--- config.mk ---
export PLATFORM = sky130hd
export DESIGN_NAME = dist_sumsq
export DESIGN_NICKNAME = d
export VERILOG_FILES = /design/src/rtl/beamform_pkg.sv /design/src/rtl/usq_serial_mul.sv /design/src/rtl/dist_sumsq.sv
export SDC_FILE = /design/constraint.sdc
export NUM_CORES = 1
export LEC_CHECK = 0
export ABC_CLOCK_PERIOD_IN_PS = 8300
export CORE_MARGIN = 10
export CORE_UTILIZATION = 31
export DETAILED_ROUTE_END_ITERATION = 8
export PLACE_DENSITY = 0.46
export SLEW_MARGIN = 20
export SYNTH_ARGS = -nofsm -noshare
export SYNTH_HDL_FRONTEND = slang
export SYNTH_HIERARCHICAL = 1
export SYNTH_SLANG_ARGS = --single-unit
--- constraint.sdc ---
create_clock -name clk -period 8.3 [get_ports clk]
set_clock_uncertainty 0.05 [all_clocks]
set_input_delay 1.66 -clock clk [delete_from_list [all_inputs] [get_ports clk]]
set_output_delay 1.66 -clock clk [all_outputs]
set_load 0.005 [all_outputs]
--- src/rtl/beamform_pkg.sv ---
// Shared definitions for the beamforming delay path: FSM encoding, default width, latencies.
// Latency constants count cycles from the accepting edge to the valid pulse.
// No flow control here; consumers use busy/valid handshakes.
package beamform_pkg;

    typedef enum logic [2:0] {
        IDLE  = 3'd0,
        ABS   = 3'd1,
        MUL_X = 3'd2,
        MUL_Z = 3'd3,
        MUL_Y = 3'd4,
        ACC   = 3'd5,
        DONE  = 3'd6
    } state_t;

    localparam int BF_W            = 16;
    localparam int BF_SUMSQ_LAT    = 2 * BF_W + 3;
    localparam int BF_SUMSQ_LAT_3D = 3 * BF_W + 3;

endpackage

--- src/rtl/usq_serial_mul.sv ---
// Unsigned serial squarer: presents one shifted partial product of a*a per step, W steps per operand.
// Latency: W step cycles; done pulses with the last partial product, counter then wraps to 0.
// No backpressure: the caller drives step each cycle and consumes pp combinationally.
module usq_serial_mul #(
    parameter int W = 16
) (
    input  logic           clk,
    input  logic           reset,
    input  logic           load,
    input  logic           step,
    input  logic [W-1:0]   a,
    output logic [2*W-1:0] pp,
    output logic           done
);
    localparam int CW = $clog2(W);

    logic [CW-1:0]  cnt;
    logic [2*W-1:0] a_ext;

    assign a_ext = {{W{1'b0}}, a};
    assign done  = step && (cnt == CW'(W - 1));
    assign pp    = a[cnt] ? (a_ext << cnt) : '0;

    always_ff @(posedge clk) begin
        if (reset || load) begin
            cnt <= '0;
        end else if (step) begin
            cnt <= done ? '0 : cnt + 1'b1;
        end
    end

endmodule

--- src/rtl/dist_sumsq.sv ---
// Serial sum of squared signed deltas (dx^2+dz^2, plus dy^2 when DIST_SUMSQ_3D_EN is defined).
// Latency: valid at T+2W+3 after the accepting edge (T+3W+3 in 3D); one request in flight.
// Backpressure: start is only accepted while busy==0; requests during busy are dropped.
module dist_sumsq
    import beamform_pkg::*;
#(
    parameter int W = BF_W
) (
    input  logic           clk,
    input  logic           reset,
    input  logic           start,
    input  logic [W-1:0]   dx,
    input  logic [W-1:0]   dz,
`ifdef DIST_SUMSQ_3D_EN
    input  logic [W-1:0]   dy,
`endif
    output logic           busy,
    output logic           valid,
    output logic [2*W-1:0] dout
);
    state_t         state, state_nxt;
    logic [W-1:0]   op_x, op_z, mag_x, mag_z, mul_a;
    logic [2*W-1:0] acc, pp;
    logic           mul_load, mul_step, mul_done;
`ifdef DIST_SUMSQ_3D_EN
    logic [W-1:0]   op_y, mag_y;
`endif

    // Most-negative input maps to 2^(W-1), which still fits the unsigned W-bit magnitude.
    function automatic logic [W-1:0] mag_of(input logic [W-1:0] d);
        return d[W-1] ? (~d + 1'b1) : d;
    endfunction

    always_ff @(posedge clk) begin
        if (reset) state <= IDLE;
        else       state <= state_nxt;
    end

    always_comb begin
        state_nxt = state;
        case (state)
            IDLE:  if (start) state_nxt = ABS;
            ABS:   state_nxt = MUL_X;
            MUL_X: if (mul_done) state_nxt = MUL_Z;
`ifdef DIST_SUMSQ_3D_EN
            MUL_Z: if (mul_done) state_nxt = MUL_Y;
            MUL_Y: if (mul_done) state_nxt = ACC;
`else
            MUL_Z: if (mul_done) state_nxt = ACC;
`endif
            ACC:   state_nxt = DONE;
            DONE:  state_nxt = IDLE;
            default: state_nxt = IDLE;
        endcase
    end

    always_comb begin
        busy     = (state != IDLE);
        valid    = (state == DONE);
        mul_load = (state == ABS);
        mul_step = (state == MUL_X) || (state == MUL_Z) || (state == MUL_Y);
        mul_a    = mag_x;
        if (state == MUL_Z) mul_a = mag_z;
`ifdef DIST_SUMSQ_3D_EN
        if (state == MUL_Y) mul_a = mag_y;
`endif
    end

    usq_serial_mul #(.W(W)) u_mul (
        .clk   (clk),
        .reset (reset),
        .load  (mul_load),
        .step  (mul_step),
        .a     (mul_a),
        .pp    (pp),
        .done  (mul_done)
    );

    always_ff @(posedge clk) begin
        if (reset) begin
            op_x  <= '0;
            op_z  <= '0;
            mag_x <= '0;
            mag_z <= '0;
            acc   <= '0;
            dout  <= '0;
`ifdef DIST_SUMSQ_3D_EN
            op_y  <= '0;
            mag_y <= '0;
`endif
        end else begin
            if (state == IDLE && start) begin
                op_x <= dx;
                op_z <= dz;
`ifdef DIST_SUMSQ_3D_EN
                op_y <= dy;
`endif
            end
            if (state == ABS) begin
                mag_x <= mag_of(op_x);
                mag_z <= mag_of(op_z);
`ifdef DIST_SUMSQ_3D_EN
                mag_y <= mag_of(op_y);
`endif
                acc   <= '0;
            end
            if (mul_step) acc <= acc + pp;
            if (state == ACC) dout <= acc;
        end
    end

endmodule

Word-level counts from Yosys, hierarchy flattened
Cells that the tools add are included.
{"block": "totals", "reg_bits": 135, "inputBits": 35, "out_inout_bits": 34}
{"block": "classes", "add_sub_neg": 4, "n_lt_le_gt_ge": 1, "n_eq_ne": 10, "n_shift": 1, "mux": 13, "n_bitwise": 2, "n_reduce_logical": 9}
{"operator": "2-to-1 mux 32 bit", "n": 3}
{"operator": "2-to-1 mux 16 bit", "n": 3}
{"operator": "adder 16 x 1 -> 16 bit, second input constant", "n": 2}
{"operator": "adder 32 bit", "n": 1}
{"operator": "inverter 16 bit", "n": 2}
{"operator": "<< shifter 16 x 4 -> 32 bit", "n": 1}
{"operator": "case mux 3 bit (5 select lines)", "n": 1}
{"operator": "== test 3 bit, second input constant", "n": 3}
{"operator": "2-to-1 mux 3 bit", "n": 3}
{"operator": "== test 3 x 2 -> 1 bit, second input constant", "n": 2}
{"operator": "< comparator 4 x 5 -> 1 bit, second input constant", "n": 1}
{"operator": "adder 4 x 1 -> 4 bit, second input constant", "n": 1}
{"operator": "binary-select mux 1 bit (select 4 bit)", "n": 1}
{"operator": "== test 4 bit, second input constant", "n": 1}
{"operator": "2-to-1 mux 4 bit", "n": 1}
{"operator": "!= test 2 x 1 -> 1 bit, second input constant", "n": 2}
{"operator": "== test 3 x 1 -> 1 bit, second input constant", "n": 1}
{"operator": "logical NOT 3 bit", "n": 1}
{"operator": "logical OR 1 bit", "n": 3}
{"operator": "AND reduction 3 bit", "n": 1}
{"operator": "nonzero test 3 bit", "n": 1}
{"operator": "logical AND 1 bit", "n": 2}
{"operator": "!= test 2 bit, second input constant", "n": 1}
{"operator": "nonzero test 2 bit", "n": 1}
{"operator": "2-to-1 mux 1 bit", "n": 1}

Depth between registers and ports, before layout
{"block": "logic_depth", "depth_word": 7, "ltp_mapped": 21}

Cells and area by module
Netlist, hierarchy kept.
{"mod": "dist_sumsq", "n_inst": 1, "cells_per_inst": 886, "area_each_um2": 6969.2, "seq_area_each_um2": 2622.5}
{"mod": "usq_serial_mul", "n_inst": 1, "cells_per_inst": 168, "area_each_um2": 1341.3, "seq_area_each_um2": 80.1}

Least setup slack after synthesis
OpenSTA, ideal clock, no wires.
{"block": "synth_timing", "path_kind": "register -> register", "from": "register state[1]", "to": "register acc[26]", "setup_time_ps": 117, "t_arrival_ps": 4695, "required_ps": 8133, "slack_ps": 3437, "path_stages_with_launch": 22, "n_path_buf": 3, "period_less_slack_ps": 4863, "cell_sequence": "dfxtp_1 -> nor2b_1 -> nand2_1 -> clkbuf_1 -> mux2_2 -> mux4_2 -> nor2_1 -> or4_4 -> buf_6 -> buf_2 -> nor3_1 -> ha_1 -> inv_1 -> fa_1 -> nor2b_4 -> o31a_1 -> o31ai_2 -> a211oi_1 -> o2111ai_1 -> a31o_1 -> a21o_1 -> a32o_1"}
{"block": "synth_between", "elab_chain_len": 7, "word_cells_on_any_way": 14, "cone_classes": "1 x add/sub; 4 x eq/ne; 1 x shift; 5 x mux; 3 x reduce/logical"}
{"item": "from (decl)", "line": "dist_sumsq.sv:21", "text": "state_t state, state_nxt;"}
{"item": "from (signal assigned)", "line": "dist_sumsq.sv:36", "text": "else state <= state_nxt;"}
{"item": "== test 3 x 2 -> 1 bit *", "line": "dist_sumsq.sv:63", "text": "if (state == MUL_Z) mul_a = mag_z;"}
{"item": "2-to-1 mux 16 bit *", "line": "dist_sumsq.sv:63"}
{"item": "net mul_a[5]", "line": "dist_sumsq.sv:22", "text": "logic [W-1:0] op_x, op_z, mag_x, mag_z, mul_a;"}
{"item": "binary-select mux 1 bit (select 4 bit)", "line": "usq_serial_mul.sv:22", "text": "assign pp = a[cnt] ? (a_ext << cnt) : '0;"}
{"item": "2-to-1 mux 1 bit (implied by the code)", "line": "usq_serial_mul.sv:22"}
{"item": "2-to-1 mux 32 bit *", "line": "usq_serial_mul.sv:22"}
{"item": "net pp[0]", "line": "dist_sumsq.sv:23", "text": "logic [2*W-1:0] acc, pp;"}
{"item": "adder 32 bit *", "line": "dist_sumsq.sv:107", "text": "if (mul_step) acc <= acc + pp;"}
{"item": "2-to-1 mux 32 bit *", "line": "dist_sumsq.sv:107"}
{"item": "to (signal assigned)", "line": "dist_sumsq.sv:107"}
{"item": "to (decl)", "line": "dist_sumsq.sv:23"}
The timed path passes the listed nets; every way through them passes the cells marked *. The select of a mux whose other input is x is not followed.
A chain may end at the register's enable or synchronous reset.

Final worst setup path
{"block": "layout_timing", "from": "register state[1]", "to": "register acc[29]"}
The elaborated chain is that of the path after synthesis.

==> summary.txt <==
Pwr
  – Clock power share: 46.4%
  – Power Total: 1.66 mW
  – Pwr Density: 170 nW/um2
  – Net switching power: 456 uW
  – Seq pwr share: 42.0%
  – P_leak: 3.47 nW
  – Internal: 1.21 mW
  – Switching share of total power: 27.4%
  – Max rail drop VDD: 0.119 mV
  – Combinational power share: 11.6%

Clock network
  – Postcts setup bufs: 0
  – CTS tree: done
  – CTS Buf Count: 17
  – H-tree depth: 4
  – Clk_lat worst skew: 430 ps
  – Max clock buf depth: 2
  – Clk root buf: clkbuf_16
  – Post-CTS sizing: 0
  – Hold_buf cts: 0
  – Worst-path clk slew: 70 ps
  – TritonCTS Sinks: 135

Placement
  – Placed wire-length estimate: 17,200 um
  – Placed Area: 9200 um2
  – I/O Buffers: 68
  – Placer Congestion: 0.895

Timing
  – Final hold violation count: 0
  – Endpoints failing setup: 0
  – Final period util: 68.0%
  – Max-slew violations: 0
  – Hold_ws: 403 ps
  – Sum Neg Setup Slack: 0 ps
  – RSZ-0062 raised after global routing: false
  – Slew @ Worst Pin: 1030 ps
  – Minimum clock period: 5640 ps
  – Max transition margin: 31.5%
  – Highest Clock Rate: 177 MHz

Logic synthesis
  – Dominant cells by area after synthesis: dfxtp_1 (33%), nand2_1 (9.3%), a21oi_1 (7.5%)
  – Async S/R FF share, synth: 0%
  – Post-Syn Area per Cell: 7.88 um2
  – Synth Flop Type: dfxtp_1
  – Distinct cells, synth: 70
  – Post-synthesis sequential area ratio: 32.5%
  – Yosys warning total: 6
  – Synthesized Nets: 1,124
  – Post-Synthesis Cell Area: 8310 um2
  – Flops & latches, synth: 135
  – EDFF count, synth: 0
  – Share of the synthesized area in the top cell type: 32.5%
  – Yosys top cell by area: dfxtp_1
  – Cell count after synthesis: 1,054

Detailed routing
  – Final ANT Viol Nets: 0
  – Via density: 5.21
  – Initial DRC count: 373
  – First drt pass iteration count: 4
  – Wire per inst: 16.4 um
  – Via Count: 7,460
  – DRC: 0
  – Routed wire length: 23,500 um

Die
  – Die width: 184 um
  – Starting Density: 31.7%
  – Die area: 33,800 um2
  – Core area: 26,200 um2
  – Die H: 184 um
  – Row cnt: 59
  – IO Count: 69

GRT
  – Total gr overflow: 0
  – Total track usage: 14.2%
  – Largest net degree at the start of global routing: 91
  – M3 GR Usage: 3.24%
  – GR Util met1: 19.6%
  – Initial antenna violation count: 0
  – Vias in the first global route: 7,377
  – Met2 Use GR: 21.8%
  – Top Usage Layer GRT: met2
  – First-pass GRT wire length: 39,200 um

Worst setup path
  – Delay-heaviest family, CP: simple AND/OR/NAND/NOR gates
  – Worst setup path class: flip-flop to flip-flop
  – WP buf/inv: 0
  – CP max stage delay: 760 ps
  – Crit path required time: 8560 ps
  – Crit-path slowest cell: or3_1
  – CP Cell Sequence: nor2b_1 > nand2_1 > mux2_2 > mux2_1 > o22ai_1 > or3_1 > a221oi_2 > ha_1 > a21oi_1 > nand2_1 > a211oi_2 > nor3_1 > o31ai_2 > a41oi_1 > and4_1 > or3_1
  – Setup crit end kind: flip-flop
  – Crit start category: flip-flop
  – CP max FO: 23
  – CP arrival: 5910 ps

Finish
  – # diodes: 0
  – # nets final: 1,155
  – Layout cells sized above 1: 9.12%
  – Final instance area: 9790 um2
  – Syn-to-layout area delta: 17.8%
  – Final Util: 37.3%

Run status
  – Status: finished, final reports clean

Flow run
  – Max-cap violations: 0

Worst hold path
  – Hold Crit Class: flip-flop to flip-flop
==> stage by stage <==
stage                     setup slack, ps  std cells
final                                2660       1432
after floorplan                      3440       1054
after detailed placement             2780       1401
after global routing                 2210       1432
after global placement               2890       1401
after CTS                            2760       1432
==> kinds of logic (layout without fill, tap and decap cells) <==
kind of cell,Yosys count,after routing,share of synthesized area (%)
buf+inv,90,133,4.58
flops,135,135,32.5
simple gates,405,405,21.5
fa+ha+maj,35,35,5.36
other cells,1,1,0.0451
mux,53,53,8.40
compound gates,289,289,22.7
xor+xnor,46,46,4.85
==> flip-flops by register name (all words and copies together), names as in the netlist <==
signal,flops
dout,32
acc,32
mag_x,16
state,3
u_mul/cnt,4
mag_z,16
op_x,16
op_z,16
==> metal layers <==
metal / wire length (um) / share of wire (%)
met1: 12100 / 51
met2: 10300 / 44
met3: 983 / 4.2
met4: 173 / 0.74
met5: 0 / 0
==> final cells by class <==
| cell class | count | area, um2 |
|---|---|---|
| fill | 2745 | 16400 |
| inverter | 24 | 90.1 |
| sequential | 135 | 2700 |
| tap | 335 | 419 |
| multi-input combinational | 829 | 5240 |
| clock inverter | 13 | 146 |
| clock buffer | 18 | 439 |
| timing repair buffer | 78 | 753 |
==> worst register-to-register path: cells and delay by family (launching register included) <==
kind                       cells  cell delay (ps)
and+or+nand+nor                7             2320
AOI/OAI and AO/OA              6             1500
muxes                          2              800
DFF                            1              440
adders and majority gates      1              420
==> cell usage after synthesis (23+ instances only) <==
library cell and number:
clkbuf_1 48, nand2_1 206, xor2_1 28, nor2_1 85, nor3_1 23, inv_1 23, a21oi_1 125, ha_1 34
nand3_1 23, dfxtp_1 135, o21ai_0 38, a211oi_1 38
==> worst paths after layout <==
| kind | from | endpoint | slack [ps] | depth (start not counted) |
|---|---|---|---|---|
| max | state[1]$_SDFFE_PP0P_ | acc[29]$_SDFFE_PP0P_ | 2660 | 16 |
| max reg2reg | state[1]$_SDFFE_PP0P_ | acc[29]$_SDFFE_PP0P_ | 2660 | 16 |
| min reg2reg | dout[18]$_SDFFE_PP0P_ | dout[18]$_SDFFE_PP0P_ | 400 | 2 |
| min | dout[18]$_SDFFE_PP0P_ | dout[18]$_SDFFE_PP0P_ | 400 | 2 |
==> power by group through the flow <==
stage	clock network [mW]	registers, mW	logic (mW)
global route	0.822	0.701	0.218
detailed placement	0	0.712	0.195
finish	0.771	0.698	0.193
floorplan	0	0.701	0.145
global placement	0	0.712	0.194
CTS	0.796	0.697	0.196
==> cells in the final DEF, fill, tap and decap left out, types with 13 or more instances in the layout <==
cell             synthesis  layout
nand2_1                206     205
dfxtp_1                135     135
a21oi_1                125     125
nor2_1                  85      85
clkdlybuf4s50_1          0      67
a211oi_1                38      38
o21ai_0                 38      38
ha_1                    34      34
xor2_1                  28      28
inv_1                   23      23
nand3_1                 23      23
nor3_1                  23      22
mux2_2                  22      22
xnor2_1                 18      18
mux2i_1                 18      18
clkbuf_16                0      17
a21o_1                  13      13
Power figures use the tool's default switching activity.
